<file path="config.mk">
export PLATFORM = sky130hd
export DESIGN_NAME = id_ex_stage
export DESIGN_NICKNAME = d
export VERILOG_FILES = /design/src/rtl/mips_pkg.sv /design/src/rtl/hazard_detect.sv /design/src/rtl/id_ex_stage.sv
export SDC_FILE = /design/constraint.sdc
export NUM_CORES = 1
export LEC_CHECK = 0
export BUFFER_PORTS_ARGS = -buffer_cell sky130_fd_sc_hd__buf_4
export CAP_MARGIN = 40
export CORE_AREA = 5 5 122 124
export CTS_BUF_LIST = sky130_fd_sc_hd__clkbuf_8
export DETAILED_ROUTE_END_ITERATION = 8
export DIE_AREA = 0 0 127 129
export PLACE_DENSITY = 0.72
export SETUP_SLACK_MARGIN = 0.5
export SLEW_MARGIN = 20
export SYNTH_ARGS = -nofsm -noshare
export SYNTH_HDL_FRONTEND = slang
export SYNTH_SLANG_ARGS = --single-unit
</file>
<file path="constraint.sdc">
create_clock -name clk -period 0.8 [get_ports clk]
set_clock_uncertainty 0.2 [all_clocks]
set_input_delay 0 -clock clk [delete_from_list [all_inputs] [get_ports clk]]
set_output_delay 0 -clock clk [all_outputs]
set_load 0.02 [all_outputs]
</file>
<file path="src/rtl/mips_pkg.sv">
// Shared MIPS pipeline definitions: control-bundle widths, bit positions,
// NOP bundles and the hardwired-zero register specifier.
package mips_pkg;

  localparam int WB_W = 2;
  localparam int M_W  = 3;
  localparam int EX_W = 4;

  localparam int WB_REGWRITE = 1;
  localparam int WB_MEM2REG  = 0;

  localparam int M_BRANCH   = 2;
  localparam int M_MEMREAD  = 1;
  localparam int M_MEMWRITE = 0;

  localparam int EX_REGDST   = 3;
  localparam int EX_ALUOP_HI = 2;
  localparam int EX_ALUOP_LO = 1;
  localparam int EX_ALUSRC   = 0;

  localparam logic [WB_W-1:0] CTL_NOP_WB = '0;
  localparam logic [M_W-1:0]  CTL_NOP_M  = '0;
  localparam logic [EX_W-1:0] CTL_NOP_EX = '0;

  localparam logic [4:0] REG_ZERO = 5'd0;

endpackage

</file>
<file path="src/rtl/hazard_detect.sv">
// Load-use hazard detector: a load in EX whose destination matches either
// source field of the instruction in decode. Writes to $0 never hazard.
module hazard_detect
  import mips_pkg::*;
#(
  parameter int RW = 5
) (
  input  logic          ex_memread,
  input  logic [RW-1:0] ex_rt,
  input  logic [RW-1:0] id_rs,
  input  logic [RW-1:0] id_rt,
  output logic          hz
);

  // Both source fields are compared regardless of opcode (conservative).
  assign hz = ex_memread && (ex_rt != RW'(REG_ZERO)) &&
              ((ex_rt == id_rs) || (ex_rt == id_rt));

endmodule

</file>
<file path="src/rtl/id_ex_stage.sv">
// ID/EX pipeline register with bubble insertion on branch flush or load-use
// hazard. Hazard detection and the stall counter exist only with ID_EX_HAZARD_EN.
module id_ex_stage
  import mips_pkg::*;
#(
  parameter int DW = 32,
  parameter int RW = 5
) (
  input  logic            clk,
  input  logic            rst_n,
  input  logic [WB_W-1:0] id_wb,
  input  logic [M_W-1:0]  id_m,
  input  logic [EX_W-1:0] id_ex,
  input  logic [DW-1:0]   id_npc,
  input  logic [DW-1:0]   id_rd1,
  input  logic [DW-1:0]   id_rd2,
  input  logic [DW-1:0]   id_imm,
  input  logic [RW-1:0]   id_rs,
  input  logic [RW-1:0]   id_rt,
  input  logic [RW-1:0]   id_rd,
  input  logic            flush,
  output logic [WB_W-1:0] ex_wb,
  output logic [M_W-1:0]  ex_m,
  output logic [EX_W-1:0] ex_ex,
  output logic [DW-1:0]   ex_npc,
  output logic [DW-1:0]   ex_rd1,
  output logic [DW-1:0]   ex_rd2,
  output logic [DW-1:0]   ex_imm,
  output logic [RW-1:0]   ex_rs,
  output logic [RW-1:0]   ex_rt,
  output logic [RW-1:0]   ex_rd,
  output logic            pc_write,
  output logic            if_id_write,
  output logic [15:0]     stall_count
);

  logic [WB_W-1:0] ex_wb_q, ex_wb_d;
  logic [M_W-1:0]  ex_m_q, ex_m_d;
  logic [EX_W-1:0] ex_ex_q, ex_ex_d;
  logic [DW-1:0]   ex_npc_q, ex_npc_d;
  logic [DW-1:0]   ex_rd1_q, ex_rd1_d;
  logic [DW-1:0]   ex_rd2_q, ex_rd2_d;
  logic [DW-1:0]   ex_imm_q, ex_imm_d;
  logic [RW-1:0]   ex_rs_q, ex_rs_d;
  logic [RW-1:0]   ex_rt_q, ex_rt_d;
  logic [RW-1:0]   ex_rd_q, ex_rd_d;

  logic hz;
  logic bub;

`ifdef ID_EX_HAZARD_EN
  logic [15:0] stall_count_q, stall_count_d;

  hazard_detect #(.RW(RW)) u_hazard_detect (
    .ex_memread (ex_m_q[M_MEMREAD]),
    .ex_rt      (ex_rt_q),
    .id_rs      (id_rs),
    .id_rt      (id_rt),
    .hz         (hz)
  );

  // A stall only counts when flush is not overriding it.
  always_comb begin
    stall_count_d = stall_count_q;
    if (hz && !flush && (stall_count_q != 16'hFFFF)) begin
      stall_count_d = stall_count_q + 16'd1;
    end
  end

  always_ff @(posedge clk or negedge rst_n) begin
    if (!rst_n) begin
      stall_count_q <= '0;
    end else begin
      stall_count_q <= stall_count_d;
    end
  end

  assign stall_count = stall_count_q;
`else
  assign hz          = 1'b0;
  assign stall_count = '0;
`endif

  assign bub         = flush | hz;
  assign pc_write    = ~(hz & ~flush);
  assign if_id_write = ~(hz & ~flush);

  // Data and specifiers always load; only the control bundles are squashed.
  always_comb begin
    ex_wb_d  = bub ? CTL_NOP_WB : id_wb;
    ex_m_d   = bub ? CTL_NOP_M  : id_m;
    ex_ex_d  = bub ? CTL_NOP_EX : id_ex;
    ex_npc_d = id_npc;
    ex_rd1_d = id_rd1;
    ex_rd2_d = id_rd2;
    ex_imm_d = id_imm;
    ex_rs_d  = id_rs;
    ex_rt_d  = id_rt;
    ex_rd_d  = id_rd;
  end

  always_ff @(posedge clk or negedge rst_n) begin
    if (!rst_n) begin
      ex_wb_q  <= '0;
      ex_m_q   <= '0;
      ex_ex_q  <= '0;
      ex_npc_q <= '0;
      ex_rd1_q <= '0;
      ex_rd2_q <= '0;
      ex_imm_q <= '0;
      ex_rs_q  <= '0;
      ex_rt_q  <= '0;
      ex_rd_q  <= '0;
    end else begin
      ex_wb_q  <= ex_wb_d;
      ex_m_q   <= ex_m_d;
      ex_ex_q  <= ex_ex_d;
      ex_npc_q <= ex_npc_d;
      ex_rd1_q <= ex_rd1_d;
      ex_rd2_q <= ex_rd2_d;
      ex_imm_q <= ex_imm_d;
      ex_rs_q  <= ex_rs_d;
      ex_rt_q  <= ex_rt_d;
      ex_rd_q  <= ex_rd_d;
    end
  end

  assign ex_wb  = ex_wb_q;
  assign ex_m   = ex_m_q;
  assign ex_ex  = ex_ex_q;
  assign ex_npc = ex_npc_q;
  assign ex_rd1 = ex_rd1_q;
  assign ex_rd2 = ex_rd2_q;
  assign ex_imm = ex_imm_q;
  assign ex_rs  = ex_rs_q;
  assign ex_rt  = ex_rt_q;
  assign ex_rd  = ex_rd_q;

endmodule

</file>
== Yosys cells after proc, flatten, opt, wreduce, memory -nomap -nowiden ==
Index checks and enable logic that the tools add are counted.

* Register bits: 152
* Output and inout bits: 170
* Logic and storage cells: 13

* Muxes and demuxes: 3

{| class="wikitable"
|+ Operators by type and width
! operator !! count
|-
| 4-bit 2-to-1 mux || 1
|-
| 3-bit 2-to-1 mux || 1
|-
| 2-bit 2-to-1 mux || 1
|}

== Logic depth before layout (Yosys ltp) ==
Gate-level depths: netlist of the first run.

* Depth in word-level cells: 1
* Mapped depth: 1
* Mapped depth without buffers: 1

== Worst setup path after synthesis of the first run ==
OpenSTA, ideal clock, no wires.

* Path kind: reg-to-output
* Start: reg ex_ex_q[0], in the netlist ex_ex[0]
* End: out ex_ex[0]
* Data arrival time: 0.416 ns
* Required time: 0.600 ns
* Path slack: 0.184 ns
* Cell stages (with the launch flop): 1
* Cell sequence: dfrtp_1

{| class="wikitable"
|+ RTL lines
! item !! RTL line !! RTL
|-
| from (decl) || id_ex_stage.sv:39 || <nowiki>logic [EX_W-1:0] ex_ex_q, ex_ex_d;</nowiki>
|-
| from (signal assigned) || id_ex_stage.sv:106 || <nowiki>ex_ex_q <= '0;</nowiki>
|-
| from (signal assigned) || id_ex_stage.sv:117 || <nowiki>ex_ex_q <= ex_ex_d;</nowiki>
|-
| to (decl) || id_ex_stage.sv:24 || <nowiki>output logic [EX_W-1:0] ex_ex,</nowiki>
|}

No word-level cell between the ends.

== Worst setup path in the final report of the first run ==
* Start: reg ex_rd2_q[20], in the netlist ex_rd2[20]
* End: out ex_rd2[20]

{| class="wikitable"
|+ RTL lines
! item !! RTL line !! RTL
|-
| from (decl) || id_ex_stage.sv:42 || <nowiki>logic [DW-1:0] ex_rd2_q, ex_rd2_d;</nowiki>
|-
| from (signal assigned) || id_ex_stage.sv:120 || <nowiki>ex_rd2_q <= ex_rd2_d;</nowiki>
|-
| to (decl) || id_ex_stage.sv:27 || <nowiki>output logic [DW-1:0] ex_rd2,</nowiki>
|}

No word-level cell between the ends.

==> results of run 1 <==
[sequential cells by signal, summed over array words and instances (netlist names)]
signal	count
ex_ex	4
ex_imm	32
ex_m	3
ex_npc	32
ex_rd	5
ex_rd1	32
ex_rd2	32
ex_rs	5
ex_rt	5
ex_wb	2
[cells in the mapped netlist]
cell	instances
conb_1	2
buf_4	18
dfrtp_1	152
nor2b_1	9
[layer usage]
| layer | part of all wire [%] | up-vias | track usage [%] |
|---|---|---|---|
| met4 | 1.3 | 0 | 5.05 |
| met5 | 0 | - | 0 |
| met3 | 11 | 13 | 7.56 |
| li1 | - | 1185 | - |
| met2 | 54 | 186 | 26.0 |
| met1 | 33 | 1309 | 15.9 |
[power by group through the flow]
| stage | Sequential, mW | Clock [mW] | Combinational, mW |
|---|---|---|---|
| after global routing | 8.31 | 6.11 | 2.42 |
| after detailed placement | 8.34 | 0 | 2.09 |
| after CTS | 8.26 | 5.74 | 2.33 |
| after global placement | 8.32 | 0 | 2.06 |
| final | 8.26 | 5.56 | 2.29 |
| after floorplan | 8.84 | 0 | 0.156 |
[area by class of cell]
class                      instances  area (um2)  share of cell area (%)
multi-input combinational         27         124                    1.65
tap                              180         225                    3.00
clock buffer                      18         248                    3.30
clock inverter                    14         138                    1.83
timing repair buffer             315        2960                    39.5
sequential                       152        3800                    50.7
[cell families (layout without fill, tap and decap cells)]
logic type / count (synthesis) / after routing / share of synthesized area (%)
buf+inv: 18 / 347 / 3.38
other cells: 2 / 18 / 0.188
simple gates: 9 / 9 / 1.41
flops: 152 / 152 / 95.0
[stage by stage]
stage          worst slack (ns)  cell area, um2  power (mW)
5_1_grt                  -0.450            7500        16.8
3_5_place_dp             0.0730            6550        10.4
2_1_floorplan             0.184            4060        9.00
6_report                 -0.380            7500        16.1
4_1_cts                  -0.409            7500        16.3
3_3_place_gp             0.0569            6550        10.4
[repair_timing]
item                       CTS  global route
pin swaps                    0             0
setup endpoints to repair  152           152
hold endpoints to repair   304           304
resized for setup          152             0
[worst min-delay path by stage]
stage | from | end | slack, ns | cells past startpoint
6_report | rst_n | ex_imm[5] | -0.80 | 1
5_1_grt | rst_n | ex_rd1[9] | -0.84 | 1
4_1_cts | rst_n | ex_imm[5] | -0.83 | 1
3_5_place_dp | rst_n | ex_npc[17] | -0.34 | 1
3_3_place_gp | rst_n | ex_npc[17] | -0.34 | 1
2_1_floorplan | rst_n | ex_ex[0] | -0.50 | 0
==> flow_metrics.tcl, run 1 <==
set metrics [dict create \
    status "finished with violations" \
    violations "hold timing, setup timing" \
    initial_utilization_pct 29.3 \
    finalCriticalPeriod_ns 1.18 \
    yosysWarnings 0 \
    grt_pass1_wl_um 18000 \
    post-route-util_pct 54.9 \
    overflow 0 \
    final_common_cell "buf_4" \
    power.density_nw_per_um2 2150 \
    initialDrtViolationCount 75 \
    swShare_pct 25.9 \
    dieArea_um2 16400 \
    cts_tree "done" \
    ys_ff_latch 152 \
    yosys.cell_types.count 4 \
    h-tree-depth 4 \
    fin_nets 668 \
    critical_path_buf_inv_count 1 \
    dr.pass1.iters 4 \
    fp.coreArea_um2 13700 \
    max_freq_mhz 847 \
    crit_path_cell_trace "buf_6" \
    p_comb_share_pct 14.2 \
    hp-class "input port to asynchronous set/reset pin" \
    crit_start "ex_rd2[20]" \
    synth_area_um2 4000 \
    antenna_found_initial 0 \
    clock-sinks 152 \
    path_delay_family "flip-flops" \
    fin_tns_setup_ns -51.23 \
    synth_top_area_share_pct 95.0 \
    core.rowCount 43 \
    cp_max_fo 1 \
    critPathMaxStageDelay_ns 0.41 \
    seq_power_share_pct 51.3 \
    internal_power_mw 11.9 \
    finalHoldViolations 304 \
    clkTransAtPathRegs_ns 0.09 \
    cp_num_cells 1 \
    grt_usage_pct 15.0 \
    gp_congestion 0.807 \
    postCtsSetupRepairBufs 0 \
    ioPinCount 325 \
    synth_area_leader_cell "dfrtp_1" \
    wl_um 12400 \
    period_share_pct 148 \
    hold_ws_ns -0.799 \
    syn_inst 181 \
    drc 0 \
    leakagePower_nw 3.76 \
    drv_slew 0 \
    numPlacedInstances 674 \
    die_h_um 129 \
    via_per_inst 3.81 \
    crit_end "ex_rd2[20]" \
    root_buffer "clkbuf_8" \
    max-vdd-ir-drop_mv 1.06 \
    power.share.clock_pct 34.5 \
    cts_buffer_depth 2 \
    grt_max_degree 36 \
    hpwl_um 9830 \
    area_growth_syn_to_layout_pct 87.4 \
    setup_viol 152 \
    critical_path_class "register to output pin" \
    endpoint_kind "output pin" \
    io_buffer_count 306 \
    diodes 0 \
    drive_above_1_share_pct 66.0 \
    fillers 1112 \
    setup_slack_ns -0.380 \
    final_cell_mix "buf_4 (160), buf_6 (153), dfrtp_1 (152)" \
    rsz0062_at_grt "true" \
    die-width_um 127 \
    cts_made_buffers 17 \
    slowest_stage "dfrtp_1" \
    max_cap_viol_count 0 \
    p_switching_mw 4.18 \
    fin_cells 706 \
    yosysSeqAreaShare_pct 95.0 \
    required_ns 0.60 \
    ant_nets 0 \
    wl_per_cell_um 17.6 \
    worstPathArrival_ns 0.98 \
    worst_setup_path_start_kind "register" \
    synth_area_leaders "dfrtp_1 (95%), buf_4 (3.4%), nor2b_1 (1.4%)" \
    grt_pass1_vias 3071 \
    num_vias 2693 \
    synth.avg_cell_area_um2 22.1 \
]
(Power assumes the default switching activity.)
==> inputs of run 2 (changes only) <==
--- a/config.mk
+++ b/config.mk
@@ -11,6 +11,7 @@
 export CTS_BUF_LIST = sky130_fd_sc_hd__clkbuf_8
 export DETAILED_ROUTE_END_ITERATION = 8
 export DIE_AREA = 0 0 127 129
+export MAX_ROUTING_LAYER = met4
 export PLACE_DENSITY = 0.72
 export SETUP_SLACK_MARGIN = 0.5
 export SLEW_MARGIN = 20
==> flow_metrics.tcl, run 2 (synthesis gave the netlist of run 1 again) <==
set metrics [dict create \
    critical_path_class "register to output pin" \
    cts_buffer_depth 2 \
    status "finished with violations" \
    grt_pass1_vias 3097 \
    fin_nets 668 \
    initial_utilization_pct 29.3 \
    dr.pass1.iters 4 \
    leakagePower_nw 3.76 \
    overflow 0 \
    hpwl_um 9830 \
    fin_cells 706 \
    setup_slack_ns -0.386 \
    fillers 1112 \
    die-width_um 127 \
    rsz0062_at_grt "true" \
    wl_um 12400 \
    setup_viol 152 \
    critical_path_buf_inv_count 1 \
    max_freq_mhz 843 \
    grt_usage_pct 15.5 \
    crit_path_cell_trace "buf_6" \
    endpoint_kind "output pin" \
    dieArea_um2 16400 \
    clkTransAtPathRegs_ns 0.09 \
    violations "hold timing, setup timing" \
    area_growth_syn_to_layout_pct 87.4 \
    path_delay_family "flip-flops" \
    root_buffer "clkbuf_8" \
    ant_nets 0 \
    finalCriticalPeriod_ns 1.19 \
    max_cap_viol_count 0 \
    numPlacedInstances 674 \
    diodes 0 \
    via_per_inst 3.80 \
    slowest_stage "dfrtp_1" \
    initialDrtViolationCount 88 \
    post-route-util_pct 54.9 \
    fp.coreArea_um2 13700 \
    gp_congestion 0.818 \
    die_h_um 129 \
    preCtsSetupSlack_ns 0.0730 \
    hp-class "input port to asynchronous set/reset pin" \
    drc 0 \
    cts_tree "done" \
    final_common_cell "buf_4" \
    cp_max_fo 1 \
    max-vdd-ir-drop_mv 1.06 \
    ioPinCount 325 \
    regArea_um2 3800 \
    io_buffer_count 306 \
    h-tree-depth 4 \
    final_cell_mix "buf_4 (160), buf_6 (153), dfrtp_1 (152)" \
    p_total_mw 16.1 \
    worst_setup_path_start_kind "register" \
    num_vias 2685 \
    cts_made_buffers 17 \
    drv_slew 0 \
    required_ns 0.60 \
    finalHoldViolations 304 \
    power.density_nw_per_um2 2150 \
    critPathMaxStageDelay_ns 0.42 \
    grt_max_degree 36 \
    clock-sinks 152 \
    drive_above_1_share_pct 66.0 \
    worstPathArrival_ns 0.99 \
    core.rowCount 43 \
    wl_per_cell_um 17.6 \
    hold_ws_ns -0.798 \
    grt_pass1_wl_um 17900 \
    multi_input_area_um2 124 \
    antenna_found_initial 0 \
    period_share_pct 148 \
]
-- run 2: metal layers --
metal  up-vias  part of all wire [%]  GRT usage [%]
li1       1184                     -              -
met5         -                     0              -
met1      1307                    34           16.6
met3        13                   9.6           6.35
met2       181                    55           26.1
met4         0                   1.3           5.05
-- run 2: layout make-up --
type / count / area share (%)
clock buffers: 18 / 3.30
well taps: 180 / 3.00
flip-flops and latches: 152 / 50.7
multi-input cells: 27 / 1.65
repair buffers: 315 / 39.5
clock inverters: 14 / 1.83
-- run 2: worst paths after layout --
check                      startpoint    endpoint  cells after the start
min in group clk            id_imm[7]   ex_imm[7]                      1
worst min-delay path            rst_n  ex_npc[17]                      1
max in group asynchronous       rst_n    ex_rd[2]                      2
worst max-delay path       ex_rd2[20]  ex_rd2[20]                      1
-- run 2: power breakdown --
group	total [mW]	switching [mW]	internal, mW
Combinational	2.30	1.05	1.25
Clock	5.54	2.92	2.62
Sequential	8.26	0.193	8.07
Total	16.1	4.17	11.9
-- run 2: metrics by stage --
step	cell area, um2	setup TNS [ns]
finish	7500	-51.00
global route	7500	-62.07
global placement	6550	0
CTS	7500	-57.73
floorplan	4060	0
detailed placement	6550	0
-- run 2: what timing repair did --
item	in CTS	in global routing
resized for setup	152	0
endpoints found under the hold margin	304	304
setup buffers	0	0
setup endpoints to repair	152	152
==> inputs of run 3 (changes only) <==
--- a/config.mk
+++ b/config.mk
@@ -11,6 +11,7 @@
 export CTS_BUF_LIST = sky130_fd_sc_hd__clkbuf_8
 export DETAILED_ROUTE_END_ITERATION = 8
 export DIE_AREA = 0 0 127 129
+export GPL_TIMING_DRIVEN = 0
 export MAX_ROUTING_LAYER = met4
 export PLACE_DENSITY = 0.72
 export SETUP_SLACK_MARGIN = 0.5
==> flow_metrics.tcl, run 3 (synthesis gave the netlist of run 1 again) <==
set metrics [dict create \
    cts_made_buffers 17 \
    wl_um 12600 \
    clkTransAtPathRegs_ns 0.09 \
    fin_nets 679 \
    path_delay_family "flip-flops" \
    p_switching_mw 4.13 \
    internal_power_mw 12.2 \
    period_share_pct 148 \
    clock-sinks 152 \
    finalCriticalPeriod_ns 1.18 \
    via_per_inst 3.80 \
    io_buffer_count 306 \
    hold_ws_ns -0.778 \
    drive_above_1_share_pct 66.7 \
    violations "hold timing, setup timing" \
    drc 0 \
    h-tree-depth 4 \
    final_common_cell "buf_4" \
    dieArea_um2 16400 \
    critical_path_buf_inv_count 1 \
    final_cell_mix "buf_4 (171), dfrtp_1 (152), buf_6 (152)" \
    setup_slack_ns -0.383 \
    critical_path_class "register to output pin" \
    max_freq_mhz 846 \
    preCtsSetupSlack_ns -0.161 \
    die-width_um 127 \
    worst_setup_path_start_kind "register" \
    overflow 0 \
    root_buffer "clkbuf_8" \
    num_vias 2727 \
    max_cap_viol_count 0 \
    required_ns 0.60 \
    gp_congestion 0.807 \
    cts_buffer_depth 2 \
    core.rowCount 43 \
    grt_max_degree 58 \
    swShare_pct 25.3 \
    diodes 0 \
    area_growth_syn_to_layout_pct 90.4 \
    wl_per_cell_um 17.6 \
    placed_area_um2 6620 \
    antenna_found_initial 0 \
    worstPathArrival_ns 0.98 \
    power.share.clock_pct 35.1 \
    drv_slew 0 \
    hp-class "input port to asynchronous set/reset pin" \
    fin_cells 717 \
    max-vdd-ir-drop_mv 0.970 \
    grt_pass1_wl_um 18300 \
    status "finished with violations" \
    slowest_stage "dfrtp_1" \
    leakagePower_nw 3.84 \
    crit_path_cell_trace "buf_6" \
    dr.pass1.iters 3 \
    cts_tree "done" \
    finalHoldViolations 304 \
    critPathMaxStageDelay_ns 0.40 \
    fp.coreArea_um2 13700 \
    grt_pass1_vias 3219 \
    fin_area_um2 7620 \
    cp_max_fo 1 \
    p_total_mw 16.4 \
    seq_power_share_pct 50.5 \
    endpoint_kind "output pin" \
    die_h_um 129 \
    setup_viol 152 \
    power.density_nw_per_um2 2150 \
    p_comb_share_pct 14.4 \
    initialDrtViolationCount 68 \
    ant_nets 0 \
    rsz0062_at_grt "true" \
    numPlacedInstances 684 \
    grt_usage_pct 15.9 \
    hpwl_um 9750 \
    initial_utilization_pct 29.3 \
    ioPinCount 325 \
]
==> run 3: cell types whose count changed in the layout (fill, tap and decap cells not counted), sizes merged <==
cell and delta:
clkinv +2, bufinv +1, inv -4, clkinvlp +1
buf +11
==> run 3: area by class of cell <==
cell class / count / area, um2
fillers: 1074 / 6050
well taps: 180 / 225
clock inverters: 14 / 149
plain buffers: 18 / 135
multi-input cells: 27 / 124
clock buffers: 18 / 248
repair buffers: 308 / 2940
flip-flops and latches: 152 / 3800
==> run 3: power groups by stage <==
stage	logic (mW)	clock network, mW	registers, mW
3_3_place_gp	2.06	0	8.32
3_5_place_dp	2.12	0	8.34
2_1_floorplan	0.156	0	8.84
5_1_grt	2.49	6.34	8.30
6_report	2.36	5.75	8.26
4_1_cts	2.39	5.97	8.26
==> run 3: what timing repair did <==
item                       in CTS  in global routing
setup endpoints to repair     249                152
gates cloned                    1                  0
gates resized for setup       154                  0
hold endpoints to repair      304                304
setup buffers                   0                  0
==> run 3: through the flow <==
step / utilization, % / hold slack (ns) / setup TNS, ns
after floorplan: - / -0.496 / 0
after global placement: 48.2 / -0.0908 / -162.29
after detailed placement: 48.4 / -0.259 / -14.92
after CTS: 55.8 / -0.798 / -59.72
after global routing: 55.8 / -0.797 / -63.14
final: 55.8 / -0.778 / -53.03
==> run 3: per-layer routing <==
| metal | vias to the layer above | wire [um] | global-route usage (%) |
|---|---|---|---|
| met5 | - | 0 | - |
| met4 | 0 | 359 | 7.32 |
| met3 | 28 | 1340 | 7.10 |
| met2 | 198 | 6650 | 26.1 |
| met1 | 1296 | 4250 | 16.4 |
| li1 | 1205 | - | - |
==> run 3: path summary, 6_finish.rpt <==
| check | startpoint | end | slack (ns) | cells past startpoint |
|---|---|---|---|---|
| worst max-delay path | ex_imm[4] | ex_imm[4] | -0.38 | 1 |
| worst min-delay path | rst_n | ex_imm[30] | -0.78 | 1 |
| max in group asynchronous | rst_n | ex_npc[19] | 0.62 | 2 |
| min in group clk | id_rd1[23] | ex_rd1[23] | -0.54 | 1 |
